$ cat config.mk
export PLATFORM = sky130hd
export DESIGN_NAME = spi_xfer_arbiter
export DESIGN_NICKNAME = d
export VERILOG_FILES = /design/src/rtl/spi_xfer_arbiter.sv
export SDC_FILE = /design/constraint.sdc
export NUM_CORES = 1
export LEC_CHECK = 0
export CORE_MARGIN = 8
export CORE_UTILIZATION = 40
export DETAILED_ROUTE_END_ITERATION = 6
export PLACE_DENSITY = 0.66
export SYNTH_ARGS = -nofsm -noshare
export SYNTH_HDL_FRONTEND = slang
export SYNTH_SLANG_ARGS = --single-unit
$ cat constraint.sdc
create_clock -name clk_in -period 2.3 [get_ports clk_in]
set_input_delay 0.345 -clock clk_in [delete_from_list [all_inputs] [get_ports clk_in]]
set_output_delay 0.345 -clock clk_in [all_outputs]
set_load 0.01 [all_outputs]
$ cat src/rtl/spi_xfer_arbiter.sv
// Round-robin arbiter sharing one SPI mode-3 serializer among NUM_REQ driver chips.
// Each grant runs one full-duplex SIZE-bit transfer: CS setup, MSB-first shift, CS hold, done pulse.
module spi_xfer_arbiter #(
  parameter int unsigned SIZE     = 40,
  parameter int unsigned NUM_REQ  = 2,
  parameter int unsigned CLK_DIV  = 4,
  parameter int unsigned CS_SETUP = 2,
  parameter int unsigned CS_HOLD  = 2
) (
  input  logic                      clk_in,
  input  logic                      reset_in,
  input  logic [NUM_REQ-1:0]        req_in,
  input  logic [NUM_REQ*SIZE-1:0]   data_in,
  output logic [NUM_REQ-1:0]        gnt_out,
  output logic                      busy_out,
  output logic                      done_out,
  output logic [SIZE-1:0]           data_out,
  output logic [NUM_REQ-1:0]        cs_n_out,
  output logic                      sclk_out,
  output logic                      mosi_out,
  input  logic                      miso_in
);

  localparam int unsigned SEL_W    = (NUM_REQ > 1) ? $clog2(NUM_REQ) : 1;
  localparam int unsigned BIT_W    = $clog2(SIZE + 1);
  localparam int unsigned DIV_W    = (CLK_DIV > 1) ? $clog2(CLK_DIV) : 1;
  localparam int unsigned WAIT_MAX = (CS_SETUP > CS_HOLD) ? CS_SETUP : CS_HOLD;
  localparam int unsigned WAIT_W   = (WAIT_MAX > 1) ? $clog2(WAIT_MAX) : 1;

  typedef enum logic [2:0] {S_IDLE, S_SETUP, S_SHIFT, S_HOLD, S_DONE} state_t;

  state_t             state_q, state_d;
  logic [SEL_W-1:0]   sel_q, sel_d;
  logic [SEL_W-1:0]   last_q, last_d;
  logic [SIZE-1:0]    tx_q, tx_d;
  logic [SIZE-1:0]    rx_q, rx_d;
  logic [BIT_W-1:0]   bit_q, bit_d;
  logic [DIV_W-1:0]   div_q, div_d;
  logic [WAIT_W-1:0]  wait_q, wait_d;
  logic               hi_q, hi_d;

  logic [NUM_REQ-1:0] gnt_d;
  logic               busy_d;
  logic               done_d;
  logic [SIZE-1:0]    data_d;
  logic [NUM_REQ-1:0] cs_d;
  logic               sclk_d;
  logic               mosi_d;

  logic               found;
  logic [SEL_W-1:0]   win;
  logic [SEL_W-1:0]   cand;
  logic [SIZE-1:0]    tx_words [NUM_REQ];

  for (genvar g = 0; g < NUM_REQ; g++) begin : g_words
    assign tx_words[g] = data_in[g*SIZE +: SIZE];
  end

  // First requester after the last granted index, wrapping around
  always_comb begin
    found = 1'b0;
    win   = '0;
    cand  = '0;
    for (int unsigned k = 1; k <= NUM_REQ; k++) begin
      cand = SEL_W'((32'(last_q) + k) % NUM_REQ);
      if (!found && req_in[cand]) begin
        found = 1'b1;
        win   = cand;
      end
    end
  end

  // Next-state and next-output logic; outputs are registered one cycle after the state that drives them
  always_comb begin
    state_d = state_q;
    sel_d   = sel_q;
    last_d  = last_q;
    tx_d    = tx_q;
    rx_d    = rx_q;
    bit_d   = bit_q;
    div_d   = div_q;
    wait_d  = wait_q;
    hi_d    = hi_q;
    gnt_d   = '0;
    busy_d  = 1'b0;
    done_d  = 1'b0;
    data_d  = data_out;
    cs_d    = '1;
    sclk_d  = 1'b1;
    mosi_d  = 1'b0;

    unique case (state_q)
      S_IDLE: begin
        if (found) begin
          gnt_d[win] = 1'b1;
          sel_d      = win;
          last_d     = win;
          tx_d       = tx_words[win];
          wait_d     = '0;
          state_d    = S_SETUP;
        end
      end
      S_SETUP: begin
        cs_d[sel_q] = 1'b0;
        busy_d      = 1'b1;
        mosi_d      = tx_q[SIZE-1];
        if (wait_q == WAIT_W'(CS_SETUP - 1)) begin
          div_d   = '0;
          hi_d    = 1'b0;
          bit_d   = '0;
          state_d = S_SHIFT;
        end else begin
          wait_d = wait_q + WAIT_W'(1);
        end
      end
      S_SHIFT: begin
        cs_d[sel_q] = 1'b0;
        busy_d      = 1'b1;
        sclk_d      = hi_q;
        mosi_d      = tx_q[SIZE-1];
        // Capture on the edge that raises sclk_out
        if (hi_q && (div_q == '0)) begin
          rx_d = {rx_q[SIZE-2:0], miso_in};
        end
        if (div_q == DIV_W'(CLK_DIV - 1)) begin
          div_d = '0;
          if (!hi_q) begin
            hi_d = 1'b1;
          end else begin
            hi_d = 1'b0;
            tx_d = {tx_q[SIZE-2:0], 1'b0};
            if (bit_q == BIT_W'(SIZE - 1)) begin
              wait_d  = '0;
              state_d = S_HOLD;
            end else begin
              bit_d = bit_q + BIT_W'(1);
            end
          end
        end else begin
          div_d = div_q + DIV_W'(1);
        end
      end
      S_HOLD: begin
        cs_d[sel_q] = 1'b0;
        busy_d      = 1'b1;
        mosi_d      = mosi_out;
        if (wait_q == WAIT_W'(CS_HOLD - 1)) begin
          state_d = S_DONE;
        end else begin
          wait_d = wait_q + WAIT_W'(1);
        end
      end
      S_DONE: begin
        done_d  = 1'b1;
        data_d  = rx_q;
        state_d = S_IDLE;
      end
      default: state_d = S_IDLE;
    endcase
  end

  always_ff @(posedge clk_in) begin
    if (reset_in) begin
      state_q  <= S_IDLE;
      sel_q    <= '0;
      last_q   <= SEL_W'(NUM_REQ - 1);
      tx_q     <= '0;
      rx_q     <= '0;
      bit_q    <= '0;
      div_q    <= '0;
      wait_q   <= '0;
      hi_q     <= 1'b0;
      gnt_out  <= '0;
      busy_out <= 1'b0;
      done_out <= 1'b0;
      data_out <= '0;
      cs_n_out <= '1;
      sclk_out <= 1'b1;
      mosi_out <= 1'b0;
    end else begin
      state_q  <= state_d;
      sel_q    <= sel_d;
      last_q   <= last_d;
      tx_q     <= tx_d;
      rx_q     <= rx_d;
      bit_q    <= bit_d;
      div_q    <= div_d;
      wait_q   <= wait_d;
      hi_q     <= hi_d;
      gnt_out  <= gnt_d;
      busy_out <= busy_d;
      done_out <= done_d;
      data_out <= data_d;
      cs_n_out <= cs_d;
      sclk_out <= sclk_d;
      mosi_out <= mosi_d;
    end
  end

endmodule

==> flow_metrics.env <==
export IMPL_clk_pin_slew_ns=0.05
export IMPL_final_hold_viol_count=0
export IMPL_wire_per_inst_um=14.1
export IMPL_required_ns=2.60
export IMPL_slew_headroom=0.641
export IMPL_peakVddDrop_uv=487
export IMPL_cts_buffers_inserted=17
export IMPL_critical_path_max_stage_delay_ns=0.47
export IMPL_post_cts_buffers=0
export IMPL_max_freq_mhz=521
export IMPL_worst_path_buf_inv=0
export IMPL_grt_max_degree=80
export IMPL_num_rows=44
export IMPL_antenna_found_initial=0
export IMPL_hp_start="reset_in"
export IMPL_place_hpwl_um=9670
export IMPL_finalCritPeriodShare=0.834
export IMPL_place_congestion=0.744
export IMPL_clkPwrFrac=0.464
export IMPL_crit_type="reg -> reg"
export IMPL_multi_input_area_um2=2680
export IMPL_crit_family="compound AO/OA/AOI/OAI gates"
export IMPL_first_pass_iters=4
export IMPL_fin_total_pwr_mw=5.95
export IMPL_synth_area_um2=5780
export IMPL_cp_max_fo=39
export IMPL_floorplan_initialDensity=0.404
export IMPL_maxSlewViolCount=0
export IMPL_syn_inst=691
export IMPL_cts_resized=0
export IMPL_io_buffers=132
export IMPL_worstMarginPinSlew_ns=0.533
export IMPL_grt_use_total=0.155
export IMPL_whs_ns=0.315
export IMPL_synth_cell_type_count=40
export IMPL_r2r_start="div_q[0]"
export IMPL_final_cell_mix="209 x nand2_1, 143 x dfxtp_1, 131 x clkdlybuf4s50_1"
export IMPL_htreeDepth=4
export IMPL_hold_class="in -> reg"
export IMPL_top_level_ports=133
export IMPL_grt_pass1_wl_um=23100
export IMPL_final_setup_skew_ns=0.00779
export IMPL_cts_tree="done"
export IMPL_drive_gt1_frac=0.0614
export IMPL_num_vias=5040
export IMPL_rsz0062_at_grt="no"
export IMPL_hold_buffers=0
export IMPL_cts_sinks=143
export IMPL_ff_latch_area_um2=2860
export IMPL_status="completed"
export IMPL_fin_nets=889
export IMPL_setup_violations_final=0
export IMPL_dr_first_iter_drc_count=370
export IMPL_die_y_um=136
export IMPL_p_int_mw=4.64
export IMPL_wl_um=14100
export IMPL_root_buffer="clkbuf_16"
export IMPL_startpoint="div_q[0]"
export IMPL_via_per_inst=5.05
export IMPL_clockBufferDepth=2
export IMPL_yosys_top_cells_area="dfxtp_1 50%, nand2_1 14%, a21oi_1 7.6%, mux2i_1 7.4%, a22o_1 5.9%"
export IMPL_worstPathCellList="ha_1 > nand2_1 > a2111o_1 > and2_4 > a22o_1"
export IMPL_die_x_um=136
export IMPL_grt_pass1_vias=4734
export IMPL_yosysTopAreaCell="dfxtp_1"
export IMPL_design_area_um2=7840
export IMPL_core_area_um2=14300
export IMPL_setup_tns_ns=0
export IMPL_switching_share=0.220
export IMPL_diodes=0
export IMPL_synth_top_area_frac=0.495
export IMPL_drv_cap=0
export IMPL_area_delta_synth_final_pct=35.7
export IMPL_yosysWarnings=0
export IMPL_power_switching_mw=1.31
export IMPL_power_frac_seq=0.445
export IMPL_ys_seq_elements=143
export IMPL_seq_area_frac_synth=0.495
export IMPL_final_util=0.548
export IMPL_crit_slowest_cell="a2111o_1"
export IMPL_antenna_left=0
export IMPL_place_area_um2=7240
export IMPL_drc_errors=0
export IMPL_dieArea_um2=18500
export IMPL_leakagePower_nw=2.78
export IMPL_start_kind="flop"
export IMPL_p_comb_frac=0.091
export IMPL_clock_latency_ns=0.41
export IMPL_arrival_ns=2.22
export IMPL_grt_overflow_total=0
export IMPL_final_common_cell="nand2_1"
export IMPL_synth_nets=779
export IMPL_syn_avg_cell_area_um2=8.36
export IMPL_fin_crit_ns=1.92
export IMPL_cp_end_kind="flop"
export IMPL_p_per_area_nw_per_um2=759
export IMPL_fillers=1295
## metal layers
metal	vias up	share of wire	global-route usage
li1	2581	-	-
met1	2338	0.44	0.189
met2	110	0.50	0.252
met3	11	0.046	0.0466
met4	0	0.014	0.0604
met5	-	0	0
## cells by family after synthesis
family / count (synthesis) / synth area share
muxes: 43 / 0.0745
buffers and inverters: 60 / 0.0450
and+or+nand+nor: 254 / 0.181
adders and majority gates: 3 / 0.00650
AOI/OAI and AO/OA: 187 / 0.196
DFF: 143 / 0.495
xor gates and xnor gates: 1 / 0.00152
## power by group through the flow
stage	registers [mW]	logic, mW	clock network (mW)
floorplan	2.68	0.322	0
global placement	2.70	0.528	0
detailed placement	2.70	0.545	0
CTS	2.65	0.544	2.81
global route	2.66	0.592	2.92
finish	2.65	0.542	2.76
## worst register-to-register path, cell delays in order, from the launching register on
cell	delay [ns]
dfxtp_1	0.38
ha_1	0.25
nand2_1	0.10
a2111o_1	0.47
and2_4	0.31
a22o_1	0.30
## cell usage after synthesis
cell type / count
buf_1: 1
buf_2: 13
a21boi_0: 1
a2111oi_0: 2
a22o_1: 39
a2bb2oi_1: 1
inv_1: 7
nand2_1: 209
or3_1: 4
nor3b_1: 2
dfxtp_1: 143
or2_2: 1
o21ai_0: 45
a211o_1: 1
and2_4: 1
and3_1: 2
a21oi_1: 88
ha_1: 3
o2111ai_1: 3
xnor2_1: 1
buf_6: 2
nand4bb_1: 1
buf_4: 1
nor3_1: 8
and3b_1: 1
o211ai_1: 2
nor2_1: 12
clkbuf_1: 36
nand3_1: 4
and4b_1: 1
o211a_1: 1
mux2i_1: 43
nor4bb_1: 1
nand4_1: 1
or3b_2: 1
a2111o_1: 1
nor2b_1: 2
nand2b_1: 3
a21o_1: 1
a22oi_1: 2
## state kept, by name, indices dropped and copies added, names as in the netlist, 2 cells and up
register,flops
tx_q,40
rx_q,40
gnt_out,2
bit_q,6
state_q,3
data_out,40
cs_n_out,2
div_q,2
## metrics by stage
step	std cells	setup WS [ns]
floorplan	691	0.492
global placement	966	0.158
detailed placement	966	0.141
CTS	998	0.405
global route	998	0.202
finish	998	0.382
## layout make-up
cell class                      instances  area share
Sequential cell                       143       0.365
Multi-Input combinational cell        488       0.342
Timing Repair Buffer                  144       0.184
Clock buffer                           21      0.0587
Tap cell                              184      0.0294
Clock inverter                         11      0.0177
Inverter                                7     0.00335
## final timing paths
path                                     to  slack (ns)  depth (start not counted)
worst max-delay path                tx_q[3]        0.38                          5
worst min-delay path               div_q[0]        0.32                          2
worst max register to register      tx_q[3]        0.38                          5
worst min register to register  cs_n_out[1]        0.40                          1
No activity file was read; power rests on OpenSTA's default activity.
